File: config.mk
export PLATFORM = sky130hd
export DESIGN_NAME = i2c_cmd_seq
export DESIGN_NICKNAME = d
export VERILOG_FILES = /design/src/rtl/i2c_pkg.sv /design/src/rtl/i2c_seq_timer.sv /design/src/rtl/i2c_cmd_seq.sv
export SDC_FILE = /design/constraint.sdc
export NUM_CORES = 1
export LEC_CHECK = 0
export BUFFER_PORTS_ARGS = -buffer_cell sky130_fd_sc_hd__buf_4
export CAP_MARGIN = 25
export CORE_MARGIN = 5
export CORE_UTILIZATION = 24
export DETAILED_ROUTE_END_ITERATION = 8
export SLEW_MARGIN = 20
export SYNTH_ARGS = -nofsm -noshare
export SYNTH_HDL_FRONTEND = slang
export SYNTH_SLANG_ARGS = --single-unit
File: constraint.sdc
create_clock -name clk -period 3.15 [get_ports clk]
set_input_delay 0.315 -clock clk [delete_from_list [all_inputs] [get_ports clk]]
set_output_delay 0.315 -clock clk [all_outputs]
set_load 0.02 [all_outputs]
File: src/rtl/i2c_pkg.sv
// Shared types and constants for the I2C command sequencer and its timers.
package i2c_pkg;

    typedef enum logic [2:0] {
        IDLE,
        ISSUE,
        XFER,
        BACKOFF,
        RESP
    } seq_state_t;

    localparam logic [1:0] ST_OK   = 2'b00;
    localparam logic [1:0] ST_NACK = 2'b01;
    localparam logic [1:0] ST_TMO  = 2'b10;

    typedef struct packed {
        logic [6:0] addr;
        logic       rw;
        logic [7:0] wdata;
    } i2c_cmd_t;

    function automatic int max3(input int a, input int b, input int c);
        int m;
        m = (a > b) ? a : b;
        return (m > c) ? m : c;
    endfunction

endpackage

File: src/rtl/i2c_seq_timer.sv
// Loadable up-counter with clear/enable and a terminal-count compare against tc_val.
module i2c_seq_timer #(
    parameter int W = 8
) (
    input  logic         clk,
    input  logic         rst,
    input  logic         clr,
    input  logic         en,
    input  logic         load,
    input  logic [W-1:0] load_val,
    input  logic [W-1:0] tc_val,
    output logic         tc
);

    logic [W-1:0] cnt;

    // clr outranks load, load outranks counting
    always_ff @(posedge clk) begin
        if (!rst) begin
            cnt <= '0;
        end else if (clr) begin
            cnt <= '0;
        end else if (load) begin
            cnt <= load_val;
        end else if (en) begin
            cnt <= cnt + 1'b1;
        end
    end

    assign tc = (cnt == tc_val);

endmodule

File: src/rtl/i2c_cmd_seq.sv
// Command sequencer in front of i2c_m: single-command handshake, NACK retry with
// backoff, start/transfer timeouts, and a registered valid/ready response.
module i2c_cmd_seq
    import i2c_pkg::*;
#(
    parameter int MAX_RETRY   = 2,
    parameter int BACKOFF_CYC = 64,
    parameter int START_TMO   = 32,
    parameter int XFER_TMO    = 4096
) (
    input  logic       clk,
    input  logic       rst,
    input  logic       cmd_valid,
    output logic       cmd_ready,
    input  logic [6:0] cmd_addr,
    input  logic       cmd_rw,
    input  logic [7:0] cmd_wdata,
    output logic       rsp_valid,
    input  logic       rsp_ready,
    output logic [7:0] rsp_rdata,
    output logic [1:0] rsp_status,
    output logic [1:0] rsp_retries,
    output logic       m_en,
    output logic [6:0] m_addr,
    output logic       m_rw,
    output logic [7:0] m_data_wr,
    input  logic [7:0] m_data_r,
    input  logic       m_ack_error,
    input  logic       m_busy,
    output logic       seq_idle
);

    localparam int TW = $clog2(max3(START_TMO, XFER_TMO, BACKOFF_CYC)) + 1;
    // Wide enough that the saturation compare against 3 is never degenerate
    localparam int RW = $clog2(MAX_RETRY + 2) + 2;

    localparam logic [TW-1:0] START_TC = TW'(START_TMO - 1);
    localparam logic [TW-1:0] XFER_TC  = TW'(XFER_TMO - 1);
    localparam logic [TW-1:0] BO_TC    = TW'(BACKOFF_CYC - 1);

    function automatic logic [1:0] sat_retries(input logic [RW-1:0] r);
        if (r > RW'(3)) begin
            return 2'd3;
        end
        return r[1:0];
    endfunction

    seq_state_t      state, state_nxt;
    i2c_cmd_t        cmd_q, cmd_nxt;
    logic [RW-1:0]   retry_q, retry_nxt;
    logic [7:0]      rdata_nxt;
    logic [1:0]      status_nxt;
    logic [1:0]      retries_nxt;

    logic            tmr_clr;
    logic            st_en, st_tc;
    logic            bo_en, bo_tc;
    logic [TW-1:0]   st_tc_val;

    // Any state change restarts both timers, so each state sees a fresh count
    assign tmr_clr   = (state_nxt != state);
    assign st_en     = (state == ISSUE) || (state == XFER);
    assign bo_en     = (state == BACKOFF);
    assign st_tc_val = (state == XFER) ? XFER_TC : START_TC;

    i2c_seq_timer #(.W(TW)) u_st_timer (
        .clk      (clk),
        .rst      (rst),
        .clr      (tmr_clr),
        .en       (st_en),
        .load     (1'b0),
        .load_val ('0),
        .tc_val   (st_tc_val),
        .tc       (st_tc)
    );

    i2c_seq_timer #(.W(TW)) u_bo_timer (
        .clk      (clk),
        .rst      (rst),
        .clr      (tmr_clr),
        .en       (bo_en),
        .load     (1'b0),
        .load_val ('0),
        .tc_val   (BO_TC),
        .tc       (bo_tc)
    );

    always_comb begin
        state_nxt   = state;
        cmd_nxt     = cmd_q;
        retry_nxt   = retry_q;
        rdata_nxt   = rsp_rdata;
        status_nxt  = rsp_status;
        retries_nxt = rsp_retries;

        case (state)
            IDLE: begin
                if (cmd_valid && cmd_ready) begin
                    cmd_nxt.addr  = cmd_addr;
                    cmd_nxt.rw    = cmd_rw;
                    cmd_nxt.wdata = cmd_wdata;
                    retry_nxt     = '0;
                    state_nxt     = ISSUE;
                end
            end
            ISSUE: begin
                // busy rising takes priority over a coincident start timeout
                if (m_busy) begin
                    state_nxt = XFER;
                end else if (st_tc) begin
                    status_nxt  = ST_TMO;
                    rdata_nxt   = 8'h00;
                    retries_nxt = sat_retries(retry_q);
                    state_nxt   = RESP;
                end
            end
            XFER: begin
                if (!m_busy) begin
                    if (!m_ack_error) begin
                        status_nxt  = ST_OK;
                        rdata_nxt   = cmd_q.rw ? m_data_r : 8'h00;
                        retries_nxt = sat_retries(retry_q);
                        state_nxt   = RESP;
                    end else if (retry_q < RW'(MAX_RETRY)) begin
                        retry_nxt = retry_q + 1'b1;
                        state_nxt = BACKOFF;
                    end else begin
                        status_nxt  = ST_NACK;
                        rdata_nxt   = 8'h00;
                        retries_nxt = sat_retries(retry_q);
                        state_nxt   = RESP;
                    end
                end else if (st_tc) begin
                    status_nxt  = ST_TMO;
                    rdata_nxt   = 8'h00;
                    retries_nxt = sat_retries(retry_q);
                    state_nxt   = RESP;
                end
            end
            BACKOFF: begin
                if (bo_tc) begin
                    state_nxt = ISSUE;
                end
            end
            RESP: begin
                if (rsp_ready) begin
                    state_nxt = IDLE;
                end
            end
            default: begin
                state_nxt = IDLE;
            end
        endcase
    end

    // Handshake outputs are decoded from the next state so they change with it
    always_ff @(posedge clk) begin
        if (!rst) begin
            state       <= IDLE;
            cmd_q       <= '0;
            retry_q     <= '0;
            cmd_ready   <= 1'b1;
            seq_idle    <= 1'b1;
            rsp_valid   <= 1'b0;
            rsp_rdata   <= 8'h00;
            rsp_status  <= ST_OK;
            rsp_retries <= 2'd0;
            m_en        <= 1'b0;
        end else begin
            state       <= state_nxt;
            cmd_q       <= cmd_nxt;
            retry_q     <= retry_nxt;
            cmd_ready   <= (state_nxt == IDLE);
            seq_idle    <= (state_nxt == IDLE);
            rsp_valid   <= (state_nxt == RESP);
            rsp_rdata   <= rdata_nxt;
            rsp_status  <= status_nxt;
            rsp_retries <= retries_nxt;
            m_en        <= (state_nxt == ISSUE);
        end
    end

    assign m_addr    = cmd_q.addr;
    assign m_rw      = cmd_q.rw;
    assign m_data_wr = cmd_q.wdata;

endmodule
==> impl_metrics.yaml, run 1 <==
timing:
  rsz0062_at_grt: "no"
  fin_setup_tns_ns: 0
  max_freq_ghz: 0.433
  slew_violations: 0
  worst_slew_pin_slew_ns: 0.841
  final_hold_viol_count: 0
  setup_viol: 0
  relSlewSlack_pct: 43.1
  skew_ns: 0.00638
  timing.final.crit_share_pct: 73.3
  layout_setup_ws_ns: 0.842
  finalWorstPathRequiredPeriod_ns: 2.31
routing:
  routed_wl_mm: 7.03
  drtIter0Drc: 135
  drtPass1Iterations: 4
  drc_errors: 0
  vias: 2528
  ant_nets: 0
  routed_via_density: 4.47
  routedWlPerCell_um: 12.4
setup_path:
  start_kind: "flip-flop"
  cp.required_ns: 3.35
  cp.arrival_ns: 2.51
  path_class: "reg -> reg"
  critPathCaptureType: "flip-flop"
  path_max_fanout: 20
synth:
  synth_commonest_cells: "64 x dfxtp_1, 58 x nand2_1, 28 x a21oi_1"
  yosysMostFrequentCell: "dfxtp_1"
  synth_largest_area_cell: "dfxtp_1"
  ys.flop_type: "dfxtp_1"
  synth.avg_cell_area_sq_um: 9.11
  ys_top_cells_by_area: "dfxtp_1 42%, nand2_1 7.2%, a21oi_1 4.6%"
  async_flop_share_pct: 0
  synth_enable_flop_cells: 0
  netlist-cell-type-count: 61
  syn_nets: 364
  synth_cells: 331
  synth-seq-area-share_pct: 42.5
  synth_seq_cells: 64
  ys_warn_count: 0
  yosysTopAreaCellShare_pct: 42.5
  synth_area_sq_mm: 0.00302
clocking:
  cts_hold_buf: 0
  clock-sinks: 64
  clk_pin_slew_worst_paths_ns: 0.05
  clock-root-buffer: "clkbuf_16"
  cts_tree: "done"
  htreeDepth: 3
  post_cts_buffers: 0
  insertion_delay_ns: 0.32
  clk_path_buf_depth: 2
  cts_resized: 0
  cts-buffers-inserted: 9
die:
  die_x_um: 122
  rows: 41
  initial_core_util_pct: 24.2
  core_area_sq_mm: 0.0125
  ios: 62
  dieArea_sq_mm: 0.0149
  die_h_um: 122
finish:
  regArea_sq_mm: 0.00128
  multi_input_area_sq_mm: 0.00158
  n_fill_cell: 1298
  antenna_cells: 0
  design_area_sq_mm: 0.00389
  area_delta_synth_final_pct: 29.0
  fin_nets: 422
  fin_cells: 566
  layout-drive-gt1-share_pct: 32.5
  utilization_pct: 31.2
global_route:
  grt_start_max_net_pins: 22
  grt_pass1_wl_mm: 12.1
  grt_pass1_vias: 2516
  antenna_found_initial: 0
  grt_overflow_total: 0
  track_usage_pct: 10.1
placement:
  place_congestion: 0.825
  hpwlAfterDp_mm: 5.23
  post-place-ws_ns: 0.849
  dp.cells: 550
  dpl-instance-area_sq_mm: 0.00360
  portBuffers: 61
worst_hold_path:
  hold_class: "in -> reg"
pwr:
  ir_drop_mv: 0.384
  leakage_nw: 1.44
  power_density_mw_per_mm2: 558
run_status:
  status: "finished, final reports clean"
flow_run:
  cap_violations: 0
-- critical path, stage by stage, from the launching register on --
cell	delay [ns]
dfxtp_1	0.61
or3b_4	0.47
nor4_4	0.33
o221ai_1	0.21
o2111ai_2	0.13
buf_4	0.35
nor2_2	0.07
-- layout make-up --
cell class	instances	share of cell area, %
Tap cell	172	5.53
Sequential cell	64	32.9
Timing Repair Buffer	67	12.9
Multi-Input combinational cell	243	40.7
Inverter	4	0.386
Clock inverter	4	0.707
Clock buffer	12	6.85
-- report_power, final --
group	leakage [nW]	internal, mW	switching (mW)	total, mW
clock network	0.137	0.595	0.347	0.942
registers	0.519	0.848	0.0379	0.886
logic	0.788	0.142	0.201	0.343
-- per-stage QoR --
| step | hold slack, ns | power (mW) |
|---|---|---|
| 4_1_cts | 0.233 | 2.20 |
| 3_5_place_dp | 0.448 | 1.25 |
| 2_1_floorplan | 0.451 | 1.13 |
| 5_1_grt | 0.237 | 2.28 |
| 3_3_place_gp | 0.444 | 1.25 |
| 6_report | 0.240 | 2.17 |
-- state kept, by name, indices dropped and copies added (netlist names) --
name,cells
m_addr,7
m_data_wr,8
m_en,1
m_rw,1
retry_q,4
rsp_rdata,8
rsp_retries,2
rsp_status,2
rsp_valid,1
seq_idle,1
state,3
u_bo_timer.cnt,13
u_st_timer.cnt,13
-- final timing paths --
path,cells after the start,slack (ns),to,from
min reg2reg,2,0.45,m_addr[2],m_addr[2]
max,6,0.84,u_bo_timer.cnt[0],state[1]
min,3,0.24,m_addr[4],cmd_addr[4]
max reg2reg,6,0.84,u_bo_timer.cnt[0],state[1]
-- cells by family after synthesis --
kind of cell	after synthesis	share of synthesized area, %
AND/OR/NAND/NOR	148	27.6
AO/OA/AOI/OAI	65	15.5
flip-flops	64	42.5
XOR/XNOR	25	7.26
buffers and inverters	24	5.31
adder cells (fa/ha/maj)	3	1.24
multiplexers	2	0.664
-- cell usage in the layout (no fill, tap or decap), types with 3 or more instances in the layout --
cell type   instances
nand2_1            58
a21oi_1            28
nand4_1             6
nand3_1             6
xnor2_1            11
nor2_1             15
nand3b_1            3
nor4_1              7
dfxtp_1            64
o21a_1              3
o21ai_0            10
buf_4              67
clkbuf_8            3
clkbuf_16           9
nor3_1              8
xor2_1             14
and3_1              4
clkinvlp_4          3
inv_1               3
nor2_2             18
ha_1                3
-- layer usage --
layer | global-route usage, % | up-vias | part of all wire [%]
li1 | - | 1278 | -
met1 | 12.4 | 1184 | 45
met2 | 16.7 | 58 | 48
met3 | 3.25 | 8 | 5.1
met4 | 3.08 | 0 | 1.1
met5 | 0 | - | 0
Power figures use the tool's default switching activity.
==> run 2: changes to the inputs <==
ABC_AREA = 1   (was unset)
clock period = 1.97 ns   (was 3.15 ns; I/O delays follow)
==> run 2 against run 1 <==
  * Hold slack got worse by 0.11 ns
  * Count of clock-buffer cells in the layout unchanged
  * Final area decreased by 1.3%
  * Combinational power increased by 78%
  * Global-route usage decreased by 0.22 points
  * Critical endpoint unchanged
  * Largest cell class unchanged
  * Highest routed layer unchanged
==> impl_metrics.yaml, run 2 <==
synth:
  synth_enable_flop_cells: 0
  ys_top_cells_by_area: "dfxtp_1 44%, nor2_1 8.7%, nand2_1 7.4%"
  synth_commonest_cells: "67 x nor2_1, 64 x dfxtp_1, 57 x nand2_1"
  ys.flop_type: "dfxtp_1"
  yosysTopAreaCellShare_pct: 44.4
  synth.avg_cell_area_sq_um: 7.53
  synth_largest_area_cell: "dfxtp_1"
  synth_cells: 383
  async_flop_share_pct: 0
  syn_nets: 416
  ys_warn_count: 0
  synth_seq_cells: 64
  netlist-cell-type-count: 32
  synth_area_sq_mm: 0.00288
  synth-seq-area-share_pct: 44.4
  yosysMostFrequentCell: "nor2_1"
timing:
  worst_slew_pin_slew_ns: 0.459
  slew_violations: 0
  finalWorstPathRequiredPeriod_ns: 1.78
  max_freq_ghz: 0.561
  setup_viol: 0
  skew_ns: 0.00497
  relSlewSlack_pct: 69.1
  fin_setup_tns_ns: 0
  final_hold_viol_count: 0
  timing.final.crit_share_pct: 90.5
clocking:
  htreeDepth: 3
  clk_path_buf_depth: 2
  clk_pin_slew_worst_paths_ns: 0.05
  cts_tree: "done"
  cts_hold_buf: 0
  cts-buffers-inserted: 9
  insertion_delay_ns: 0.32
  clock-root-buffer: "clkbuf_16"
  clock-sinks: 64
routing:
  routed_wl_mm: 6.81
  vias: 2566
  met3_length_um: 409
  wl_met2_mm: 3.19
  drtPass1Iterations: 4
  routed_via_density: 4.26
  routedWlPerCell_um: 11.3
  drc_errors: 0
  wl_met1_mm: 3.17
  drtIter0Drc: 156
  topRoutingLayerUsed: "met4"
  ant_nets: 0
setup_path:
  path_cells: "ha_2 -> nand2_1 -> nor2_1 -> nand2_1 -> nor2_2 -> nand2_2 -> nand3_1 -> nand2_1 -> nor2_1 -> nor2_1 -> nand2_4 -> clkbuf_16 -> nor2_2"
  r2r_cells: 13
  cp.arrival_ns: 1.99
  slowest_stage: "dfxtp_1"
  slowest_delay_ns: 0.34
  start_kind: "flip-flop"
  path_depth: 13
  path_class: "reg -> reg"
  cp.required_ns: 2.18
  crit_family: "simple AND/OR/NAND/NOR gates"
  path_max_fanout: 13
  critPathCaptureType: "flip-flop"
  crit_buf_inv: 1
pwr:
  seq_power_share_pct: 41.5
  p_sw_uw: 912
  p_clk_share_pct: 40.6
  power_density_mw_per_mm2: 893
  p_comb_share_pct: 17.8
  ir_drop_mv: 0.509
  p_int_mw: 2.52
  switching_share_pct: 26.6
  leakage_nw: 1.67
global_route:
  track_usage_pct: 9.86
  grt_overflow_total: 0
  grt_start_max_net_pins: 34
  grt_pass1_vias: 2566
  antenna_found_initial: 0
  grt_pass1_wl_mm: 11.6
placement:
  place_congestion: 0.845
  portBuffers: 61
  hpwlAfterDp_mm: 4.92
  dp.cells: 587
finish:
  final_common_cell: "buf_4"
  n_fill_cell: 1263
  fin_cells: 603
  largestRegisters: "u_bo_timer.cnt (13), u_st_timer.cnt (13)"
  area_delta_synth_final_pct: 33.3
  layout_common_cells: "69 x buf_4, 65 x nor2_1, 62 x dfxtp_1"
  antenna_cells: 0
  layout-drive-gt1-share_pct: 26.8
  fin_nets: 487
  utilization_pct: 32.3
worst_hold_path:
  min_path_cells: 3
  hold_class: "in -> reg"
die:
  dieArea_sq_mm: 0.0143
  die_x_um: 120
  rows: 40
  ios: 62
  die_h_um: 120
  initial_core_util_pct: 24.2
  core_area_sq_mm: 0.0119
run_status:
  status: "finished, final reports clean"
flow_run:
  cap_violations: 0
[run 2: cell count changes in the layout (fill, tap and decap cells not counted), moves of 4 or more]
| cell | delta |
|---|---|
| a21oi_1 | -12 |
| inv_1 | +32 |
| nand3_1 | +16 |
| nor2_1 | +50 |
| nor2_2 | +7 |
| nor4_1 | -6 |
| o21ai_0 | +21 |
| xnor2_1 | -4 |
[run 2: through the flow]
stage | power [mW] | setup slack (ns) | hold WS [ns] | area (sq um)
floorplan | 1.80 | 0.340 | 0.335 | 2880
global placement | 2.03 | 0.113 | 0.441 | 3530
detailed placement | 2.04 | 0.124 | 0.451 | 3530
CTS | 3.47 | 0.109 | 0.118 | 3790
global route | 3.63 | -0.00154 | 0.122 | 3840
finish | 3.43 | 0.187 | 0.128 | 3840
[run 2: final cells by class]
class                   count  area [sq um]  area share, %
clock buffers              12           256           6.67
clock inverters             1          5.00          0.130
inverters                  40           150           3.91
multi-input cells         268          1400           36.5
flip-flops and latches     64          1280           33.4
well taps                 147           184           4.79
repair buffers             71           563           14.6
[run 2: kinds of logic (layout without fill, tap and decap cells)]
logic type               after synthesis  after routing  share of synthesized area (%)
AND/OR/NAND/NOR                      188            188                           29.9
AO/OA/AOI/OAI                         52             52                           9.37
XOR/XNOR                              23             23                           6.98
buffers and inverters                 51            124                           7.33
flip-flops                            64             64                           44.4
adder cells (fa/ha/maj)                3              3                           1.30
multiplexers                           2              2                          0.694
[run 2: timing repair]
item / CTS / global route
gates resized for setup: 0 / 7
endpoints found under the setup margin: 0 / 26
buffers inserted: 0 / 2
[run 2: path summary, 6_finish.rpt]
kind / startpoint / to / slack [ns]
worst max-delay path: u_st_timer.cnt[0] / u_bo_timer.cnt[0] / 0.19
worst min-delay path: cmd_wdata[7] / m_data_wr[7] / 0.13
worst max register to register: u_st_timer.cnt[0] / u_bo_timer.cnt[0] / 0.19
worst min register to register: retry_q[3] / retry_q[3] / 0.46
[run 2: power by group through the flow]
stage,clock network (mW),logic (mW),registers [mW]
5_1_grt,1.52,0.676,1.43
6_report,1.39,0.612,1.43
3_3_place_gp,0,0.587,1.45
4_1_cts,1.45,0.594,1.42
2_1_floorplan,0,0.290,1.51
3_5_place_dp,0,0.593,1.45
[run 2: worst min-delay path: stages]
cell and delay, ns:
buf_4 0.07, o21ai_0 0.07, nor2_1 0.07
[run 2: metal layers]
metal | global-route usage [%] | up-vias
met5 | 0 | -
li1 | - | 1363
met3 | 4.10 | 6
met4 | 3.15 | 0
met1 | 11.9 | 1146
met2 | 15.9 | 51
